### src/rtl/weight_fetch_ctrl.sv
// Initiator-side controller for a single-port weight BRAM: loads DEPTH words from a host
// stream, or streams all DEPTH words to the MAC over valid/ready with a 2-entry skid FIFO.
module weight_fetch_ctrl #(
    parameter int DEPTH  = 28,
    parameter int ADDR_W = 5,
    parameter int DATA_W = 16
) (
    input  logic              i_clk,
    input  logic              i_rst,
    input  logic              i_start,
    input  logic              i_mode,
    input  logic [DATA_W-1:0] i_ld_data,
    input  logic              i_ld_valid,
    output logic              o_ld_ready,
    output logic [DATA_W-1:0] o_w_data,
    output logic              o_w_valid,
    input  logic              i_w_ready,
    output logic [ADDR_W-1:0] o_w_index,
    output logic              o_w_last,
    output logic              o_busy,
    output logic              o_done,
    output logic [ADDR_W-1:0] o_bram_addr,
    output logic [DATA_W-1:0] o_bram_di,
    output logic              o_bram_en,
    output logic              o_bram_we,
    input  logic [DATA_W-1:0] i_bram_do
);

    typedef enum logic [1:0] {
        S_IDLE,
        S_LOAD,
        S_FETCH,
        S_DRAIN
    } state_t;

    localparam logic [ADDR_W:0]   LP_DEPTH = (ADDR_W + 1)'(DEPTH);
    localparam logic [ADDR_W:0]   LP_WLAST = (ADDR_W + 1)'(DEPTH - 1);
    localparam logic [ADDR_W-1:0] LP_ILAST = ADDR_W'(DEPTH - 1);

    state_t r_state;
    state_t w_state_nxt;

    // Pointers carry one extra bit so reaching DEPTH never aliases address 0.
    logic [ADDR_W:0]   r_wptr;
    logic [ADDR_W:0]   r_rptr;
    logic              r_inflight;

    logic [DATA_W-1:0] r_fifo_data [2];
    logic [ADDR_W-1:0] r_fifo_idx  [2];
    logic              r_head;
    logic [1:0]        r_count;

    logic              r_done;
    logic [ADDR_W-1:0] r_bram_addr;
    logic [DATA_W-1:0] r_bram_di;
    logic              r_bram_en;
    logic              r_bram_we;

    logic              w_pop;
    logic              w_push;
    logic [2:0]        w_occ;
    logic              w_issue;
    logic              w_beat;
    logic              w_last_beat;
    logic              w_last_pop;
    logic              w_wr_sel;

    logic              w_done_nxt;
    logic              w_en_nxt;
    logic              w_we_nxt;
    logic [ADDR_W-1:0] w_addr_nxt;
    logic [DATA_W-1:0] w_di_nxt;

    assign o_w_valid  = (r_count != 2'd0);
    assign o_w_data   = r_fifo_data[r_head];
    assign o_w_index  = r_fifo_idx[r_head];
    assign o_w_last   = o_w_valid && (o_w_index == LP_ILAST);
    assign o_ld_ready = (r_state == S_LOAD);
    assign o_busy     = (r_state != S_IDLE);
    assign o_done     = r_done;
    assign o_bram_addr = r_bram_addr;
    assign o_bram_di   = r_bram_di;
    assign o_bram_en   = r_bram_en;
    assign o_bram_we   = r_bram_we;

    assign w_pop  = o_w_valid && i_w_ready;
    assign w_push = r_inflight;

    // Occupancy after this cycle's pop, counting the read whose data lands at the next edge.
    assign w_occ   = {1'b0, r_count} + {2'b00, r_inflight} - {2'b00, w_pop};
    assign w_issue = (r_state == S_FETCH) && (w_occ < 3'd2) && (r_rptr < LP_DEPTH);

    assign w_beat      = (r_state == S_LOAD) && i_ld_valid;
    assign w_last_beat = w_beat && (r_wptr == LP_WLAST);
    assign w_last_pop  = (r_state == S_DRAIN) && w_pop && (o_w_index == LP_ILAST);

    assign w_wr_sel = r_head ^ r_count[0];

    always_ff @(posedge i_clk or posedge i_rst) begin
        if (i_rst) begin
            r_state <= S_IDLE;
        end else begin
            r_state <= w_state_nxt;
        end
    end

    always_comb begin
        w_state_nxt = r_state;
        w_done_nxt  = w_last_beat || w_last_pop;
        w_en_nxt    = w_beat || w_issue;
        w_we_nxt    = w_beat;
        w_addr_nxt  = r_bram_addr;
        w_di_nxt    = r_bram_di;
        if (w_beat) begin
            w_addr_nxt = r_wptr[ADDR_W-1:0];
            w_di_nxt   = i_ld_data;
        end else if (w_issue) begin
            w_addr_nxt = r_rptr[ADDR_W-1:0];
        end
        case (r_state)
            S_IDLE:  if (i_start) w_state_nxt = i_mode ? S_LOAD : S_FETCH;
            S_LOAD:  if (w_last_beat) w_state_nxt = S_IDLE;
            S_FETCH: if (r_rptr == LP_DEPTH) w_state_nxt = S_DRAIN;
            S_DRAIN: if (w_last_pop) w_state_nxt = S_IDLE;
            default: w_state_nxt = S_IDLE;
        endcase
    end

    always_ff @(posedge i_clk or posedge i_rst) begin
        if (i_rst) begin
            r_wptr     <= '0;
            r_rptr     <= '0;
            r_inflight <= 1'b0;
        end else begin
            r_inflight <= w_issue;
            if (r_state == S_IDLE) begin
                r_wptr <= '0;
                r_rptr <= '0;
            end else begin
                if (w_beat) r_wptr <= r_wptr + 1'b1;
                if (w_issue) r_rptr <= r_rptr + 1'b1;
            end
        end
    end

    always_ff @(posedge i_clk or posedge i_rst) begin
        if (i_rst) begin
            r_done      <= 1'b0;
            r_bram_en   <= 1'b0;
            r_bram_we   <= 1'b0;
            r_bram_addr <= '0;
            r_bram_di   <= '0;
        end else begin
            r_done      <= w_done_nxt;
            r_bram_en   <= w_en_nxt;
            r_bram_we   <= w_we_nxt;
            r_bram_addr <= w_addr_nxt;
            r_bram_di   <= w_di_nxt;
        end
    end

    // The outstanding read address is still on r_bram_addr when its data is captured.
    always_ff @(posedge i_clk or posedge i_rst) begin
        if (i_rst) begin
            r_fifo_data[0] <= '0;
            r_fifo_data[1] <= '0;
            r_fifo_idx[0]  <= '0;
            r_fifo_idx[1]  <= '0;
            r_head         <= 1'b0;
            r_count        <= 2'd0;
        end else begin
            if (w_push) begin
                r_fifo_data[w_wr_sel] <= i_bram_do;
                r_fifo_idx[w_wr_sel]  <= r_bram_addr;
            end
            if (w_pop) r_head <= ~r_head;
            r_count <= r_count + {1'b0, w_push} - {1'b0, w_pop};
        end
    end

endmodule

### config.mk
export PLATFORM = sky130hd
export DESIGN_NAME = weight_fetch_ctrl
export DESIGN_NICKNAME = d
export VERILOG_FILES = /design/src/rtl/weight_fetch_ctrl.sv
export SDC_FILE = /design/constraint.sdc
export NUM_CORES = 1
export LEC_CHECK = 0
export CAP_MARGIN = 5
export CORE_ASPECT_RATIO = 0.8
export CORE_UTILIZATION = 35
export DETAILED_ROUTE_END_ITERATION = 16
export DONT_BUFFER_PORTS = 1
export REMOVE_ABC_BUFFERS = 1
export SLEW_MARGIN = 20
export SYNTH_ARGS = -nofsm -noshare
export SYNTH_HDL_FRONTEND = slang
export SYNTH_SLANG_ARGS = --single-unit
### constraint.sdc
create_clock -name i_clk -period 3.25 [get_ports i_clk]
set_input_delay 0.8125 -clock i_clk [delete_from_list [all_inputs] [get_ports i_clk]]
set_output_delay 0.8125 -clock i_clk [all_outputs]
set_load 0.05 [all_outputs]
==> flow_metrics.env, run 1 <==
export IMPL_outcome="finished, final reports clean"
export IMPL_synthAdderAreaFrac_pct=1.91
export IMPL_num_rows=33
export IMPL_finalSetupViolCount=0
export IMPL_antenna_left=0
export IMPL_critPathMaxFanout=15
export IMPL_overflow=0
export IMPL_core_area_sq_um=10200
export IMPL_n_antenna_cell=0
export IMPL_post_cts_setup_buffer_count=0
export IMPL_grt_pass1_vias=2381
export IMPL_grt_pass1_wl_mm=11.7
export IMPL_dp_hpwl_mm=5.02
export IMPL_ctsRootBufferMaster="clkbuf_16"
export IMPL_drv_cap=0
export IMPL_finalSetupTns_ns=0
export IMPL_r2r_slack_ns=0.70
export IMPL_vdd_drop_max_mv=0.267
export IMPL_cts_sinks=84
export IMPL_cp_startpoint="r_head"
export IMPL_cts_tree="done"
export IMPL_first_pass_iters=4
export IMPL_routedWlPerCell_um=15.5
export IMPL_drt_initial_drc_count=126
export IMPL_worstMarginPinSlew_ns=0.870
export IMPL_finalNetCount=359
export IMPL_yosysTopAreaCellShare_pct=57.3
export IMPL_reg2reg_from="r_count[0]"
export IMPL_finalWirelength_mm=7.17
export IMPL_h_tree_depth=3
export IMPL_start_util_pct=35.8
export IMPL_clkTransAtPathRegs_ns=0.06
export IMPL_fmax_ghz=0.369
export IMPL_holdBufCountCts=0
export IMPL_met2_usage_pct=23.8
export IMPL_antenna_found_initial=0
export IMPL_track_usage_pct=14.4
export IMPL_slew_violations=0
export IMPL_yosysUniqueCellTypes=39
export IMPL_min_period_ns=2.71
export IMPL_synth_simple_gate_area_share_pct=12.8
export IMPL_via_per_inst=4.95
export IMPL_synthToLayoutAreaGrowth_pct=13.2
export IMPL_yosysWarningCount=0
export IMPL_endpoint_kind="output port"
export IMPL_hold_class="in2async"
export IMPL_met3_usage_pct=5.57
export IMPL_ys_seq_area_share_pct=57.3
export IMPL_cts_resized=0
export IMPL_leakagePower_nw=1.97
export IMPL_globalRouteMet1Util_pct=17.4
export IMPL_cp_arrival_ns=1.90
export IMPL_synthTopCellsByArea="dfrtp_1 57%, mux2_2 19%, nand2_1 6.5%"
export IMPL_post_synth_inst_count=311
export IMPL_hold_viol=0
export IMPL_synth_area_leader_cell="dfrtp_1"
export IMPL_clock_latency_ns=0.33
export IMPL_cts_buffer_depth=2
export IMPL_post_dp_cell_area_sq_um=3850
export IMPL_synthMuxAreaShare_pct=19.6
export IMPL_finalCritPeriodShare_pct=83.4
export IMPL_fin_skew_ns=0.00767
export IMPL_die_area_sq_um=10900
export IMPL_critical_path_class="reg2out"
export IMPL_synth_area_sq_um=3670
export IMPL_die_h_um=93.6
export IMPL_synth_xor_area_share_pct=0.955
export IMPL_avgSynthCellArea_sq_um=11.8
export IMPL_gp_congestion=0.797
export IMPL_maxSlewHeadroom_pct=41.8
export IMPL_ys_seq_elements=84
export IMPL_layout_drive_gt1_share_pct=28.0
export IMPL_fin_area_sq_um=4150
export IMPL_synth_compound_area_share_pct=4.64
export IMPL_cp_required_ns=2.44
export IMPL_io_buffers=0
export IMPL_busiest_layer="met2"
export IMPL_ios=87
export IMPL_synth_top_family_by_area="multiplexers"
export IMPL_vias=2282
export IMPL_rsz0062_at_grt="no"
export IMPL_numCtsBuffers=9
export IMPL_die_width_um=116
export IMPL_drc=0
export IMPL_power_density_nw_per_um2=650
export IMPL_grt_max_degree=47
export IMPL_cp_start_kind="register"
==> placed cells by master, fill, tap and decap left out, drive strengths merged, types with 2 or more instances in the layout <==
| cell type | count |
|---|---|
| buf | 7 |
| nand3b | 3 |
| xor2 | 2 |
| a21oi | 11 |
| o21ai | 7 |
| nand3 | 10 |
| a32oi | 3 |
| nand4b | 2 |
| xnor2 | 2 |
| or2 | 2 |
| dfrtp | 84 |
| clkbuf | 12 |
| a22oi | 2 |
| clkinv | 4 |
| nand4 | 2 |
| inv | 9 |
| nor2 | 9 |
| nor2b | 2 |
| nand2 | 64 |
| mux2 | 63 |
| ha | 4 |
==> layout make-up <==
| cell class | instances | area (sq um) |
|---|---|---|
| tap | 140 | 175 |
| sequential | 84 | 2100 |
| inverter | 11 | 42.5 |
| multi-input combinational | 203 | 1470 |
| clock inverter | 4 | 47.5 |
| clock buffer | 12 | 256 |
| timing repair buffer | 7 | 65.1 |
| fill | 1011 | 6090 |
==> per-stage QoR <==
step / cells / total power, mW / hold slack [ns] / util [%] / setup slack, ns
after floorplan: 298 / 1.63 / 0.456 / - / 0.272
after global placement: 445 / 1.70 / 0.479 / 37.6 / 0.419
after detailed placement: 445 / 1.71 / 0.479 / 37.6 / 0.344
after CTS: 461 / 2.75 / 0.460 / 40.6 / 0.480
after global routing: 461 / 2.82 / 0.480 / 40.6 / 0.395
final: 461 / 2.70 / 0.444 / 40.6 / 0.539
==> synth_stat cells <==
cell type / count
fa_1: 1
and2_1: 1
xor2_1: 2
nand2_1: 64
nand4_1: 2
mux2_2: 63
a22oi_1: 2
o21ai_0: 7
xnor2_1: 2
or3_1: 1
buf_2: 4
nor3_1: 1
a41oi_1: 1
nand2b_1: 1
nand4bb_1: 1
nor2b_1: 2
inv_1: 10
nand3_2: 1
a32oi_1: 3
buf_6: 1
a22o_1: 1
a31oi_1: 1
nand3b_1: 3
clkinv_1: 1
or2_2: 2
buf_1: 4
nand4b_1: 2
and3_1: 1
nor4b_2: 1
nand3_1: 9
o31ai_1: 1
a21oi_1: 11
mux2i_1: 1
ha_1: 4
clkbuf_1: 4
o211ai_1: 1
or4_1: 1
dfrtp_1: 84
nor2_1: 9
==> worst paths after layout <==
kind,end,depth (start not counted)
max,o_w_index[0],2
min,o_bram_di[15],1
max reg2reg,r_rptr[3],9
min reg2reg,r_wptr[5],1
max in group asynchronous,o_bram_en,2
min in group i_clk,r_wptr[5],1
==> state kept, by name, indices dropped and copies added (netlist names) <==
signal       count
o_bram_addr      5
o_bram_di       16
o_bram_en        1
o_bram_we        1
o_done           1
r_count          2
r_fifo_data     32
r_fifo_idx      10
r_head           1
r_inflight       1
r_rptr           6
r_state          2
r_wptr           6
==> where the power goes <==
| group | switching (mW) | internal [mW] | total [mW] | leakage (nW) |
|---|---|---|---|---|
| Combinational | 0.388 | 0.156 | 0.545 | 0.747 |
| Sequential | 0.0545 | 1.09 | 1.14 | 1.08 |
| Clock | 0.381 | 0.634 | 1.01 | 0.149 |
==> worst max-delay path, cell delays in order (launching register included) <==
cell,delay [ns]
dfrtp_1,0.72
buf_4,0.34
mux2_2,0.50
==> layer usage <==
metal	wire, um	part of all wire, %	vias to the layer above
li1	-	-	1083
met1	3140	44	1119
met2	3380	47	72
met3	565	7.9	8
met4	89	1.2	0
met5	0	0	-
==> cell families (layout without fill, tap and decap cells) <==
logic type | Yosys count | after routing
buffers and inverters | 24 | 34
muxes | 64 | 64
AOI/OAI and AO/OA | 28 | 28
xor gates and xnor gates | 4 | 4
and+or+nand+nor | 102 | 102
adders and majority gates | 5 | 5
DFF | 84 | 84
(Power assumes the default switching activity.)
==> run 2: changes to the inputs <==
- clock period: 3.25 -> 2.3 ns (I/O delays scaled with it)
==> run 2 against run 1 <==
Compared with the run above: global-route usage is essentially flat; clock skew shrank 0.0044 ns; non-clock buffer count grew 13; sequential share of layout area shrank 0.82 points; routed wire length grew 2.8%; combinational power grew 66%; first-iteration DRC count shrank 35%; die area is the same; clock-buffer cell count is the same; critical path depth grew 8; critical path type is now reg2reg; critical endpoint is now o_bram_addr[4].
==> flow_metrics.env, run 2 (same netlist as run 1, synthesis figures left out) <==
export IMPL_clock_latency_ns=0.33
export IMPL_r2r_slack_ns=0.02
export IMPL_die_h_um=93.6
export IMPL_track_usage_pct=14.4
export IMPL_rr_worst_depth=10
export IMPL_finalPower_mw=3.72
export IMPL_fin_skew_ns=0.00329
export IMPL_largest_register_ffs=32
export IMPL_h_tree_depth=3
export IMPL_grt_pass1_vias=2373
export IMPL_core_area_sq_um=10200
export IMPL_hold_class="in2async"
export IMPL_synthToLayoutAreaGrowth_pct=15.1
export IMPL_routedWlPerCell_um=15.6
export IMPL_overflow=0
export IMPL_endpoint_kind="register"
export IMPL_grt_pass1_wl_mm=11.6
export IMPL_route_met3_wl_um=603
export IMPL_ctsRootBufferMaster="clkbuf_16"
export IMPL_rsz0062_at_grt="yes"
export IMPL_num_rows=33
export IMPL_vias=2345
export IMPL_cp_startpoint="r_count[0]"
export IMPL_mostFrequentLayoutCell="dfrtp_1"
export IMPL_slew_violations=0
export IMPL_numCtsBuffers=9
export IMPL_power_density_nw_per_um2=881
export IMPL_maxSlewHeadroom_pct=59.7
export IMPL_regArea_sq_um=2100
export IMPL_cts_buffer_depth=2
export IMPL_final_cell_mix="83 x dfrtp_1, 64 x nand2_1, 63 x mux2_2, 18 x buf_4, 10 x a21oi_1"
export IMPL_fmax_ghz=0.439
export IMPL_layout_drive_gt1_share_pct=32.4
export IMPL_fillers=1011
export IMPL_first_pass_iters=4
export IMPL_finalCritPeriodShare_pct=98.9
export IMPL_post_place_cells=455
export IMPL_reg2reg_from="r_count[0]"
export IMPL_clkTransAtPathRegs_ns=0.06
export IMPL_finalSetupViolCount=0
export IMPL_drt_initial_drc_count=82
export IMPL_min_period_ns=2.28
export IMPL_worstMarginPinSlew_ns=0.605
export IMPL_vdd_drop_max_mv=0.406
export IMPL_grt_max_degree=48
export IMPL_top_layer="met4"
export IMPL_cp_start_kind="register"
export IMPL_die_area_sq_um=10900
export IMPL_cts_sinks=84
export IMPL_cp_common_cell="nand3_2"
export IMPL_outcome="finished, final reports clean"
export IMPL_cp_slowest_cell="fa_1"
export IMPL_drv_cap=0
export IMPL_r2r_end="o_bram_addr[4]"
export IMPL_dp_hpwl_mm=5.20
export IMPL_antenna_left=0
export IMPL_path_cells="inv_2 > nand3_2 > o21ai_2 > ha_2 > fa_1 > nor4b_4 > nand3_2 > buf_4 > a32oi_1 > a21oi_1"
export IMPL_via_per_inst=4.96
export IMPL_finalNetCount=372
export IMPL_n_antenna_cell=0
export IMPL_io_buffers=0
export IMPL_dr_wl_met2_mm=3.59
export IMPL_gp_congestion=0.815
export IMPL_wl_met1_mm=3.11
export IMPL_cts_tree="done"
export IMPL_hold_viol=0
export IMPL_whs_ns=0.0879
export IMPL_final_cells=473
export IMPL_antenna_found_initial=0
export IMPL_cp_required_ns=2.50
export IMPL_cp_slowest_stage_delay_ns=0.46
export IMPL_critPathMaxFanout=4
export IMPL_critical_path_class="reg2reg"
export IMPL_drc=0
export IMPL_ios=87
export IMPL_finalWirelength_mm=7.37
export IMPL_multi_input_area_sq_um=1490
export IMPL_cp_arrival_ns=2.48
export IMPL_top_register="r_fifo_data"
export IMPL_start_util_pct=35.8
export IMPL_die_width_um=116
export IMPL_leakagePower_nw=2.02
## run 2: cell types whose count changed in the layout (fill, tap and decap cells not counted), sizes merged
cell,previous run,this run
bufinv,1,0
clkbuf,12,13
buf,7,19
clkinvlp,1,0
clkinv,4,5
## run 2: layout make-up
| class | instances | share of cell area [%] |
|---|---|---|
| clock buffers | 12 | 5.60 |
| flip-flops and latches | 84 | 49.8 |
| inverters | 11 | 1.01 |
| multi-input cells | 203 | 35.3 |
| repair buffers | 20 | 3.79 |
| clock inverters | 3 | 0.355 |
| well taps | 140 | 4.15 |
## run 2: worst max path at each step
stage / to / slack [ns] / depth (start not counted)
after floorplan: o_bram_addr[0] / -0.44 / 1
after global placement: r_rptr[3] / -0.15 / 8
after detailed placement: r_rptr[3] / -0.19 / 8
after CTS: o_bram_addr[2] / 0.02 / 10
after global routing: o_bram_addr[3] / -0.11 / 10
final: o_bram_addr[4] / 0.02 / 10
## run 2: routing by layer
layer  vias up  GRT usage, %
met1      1161          16.4
met5         -             0
met3         8          6.22
li1       1101             -
met4         0          4.17
met2        75          24.5
## run 2: report_power, final
| part | leakage [nW] | switching, mW | internal (mW) |
|---|---|---|---|
| clock network | 0.126 | 0.522 | 0.720 |
| logic | 0.813 | 0.613 | 0.293 |
| registers | 1.08 | 0.0382 | 1.54 |
| total | 2.02 | 1.17 | 2.55 |
## run 2: stage by stage
stage | TNS (ns) | util (%) | instance area (sq um) | worst slack [ns]
2_1_floorplan | -37.70 | - | 3610 | -0.440
3_3_place_gp | -0.749 | 38.3 | 3930 | -0.153
3_5_place_dp | -1.12 | 38.3 | 3930 | -0.189
4_1_cts | 0 | 40.8 | 4180 | 0.0242
5_1_grt | -0.548 | 41.3 | 4230 | -0.109
6_report | 0 | 41.3 | 4230 | 0.0243
## run 2: repair_timing
item,in CTS,in global routing
hold buffers,0,0
setup endpoints to repair,7,11
resized for setup,4,7
pin swaps,6,5
buffers inserted,0,3
## run 2: worst max-delay path, delay by kind of cell (launching register included)
family                   cells  cell delay (ns)
adder cells (fa/ha/maj)      2             0.64
AND/OR/NAND/NOR              3             0.54
flip-flops                   1             0.39
AO/OA/AOI/OAI                3             0.32
buffers and inverters        2             0.26
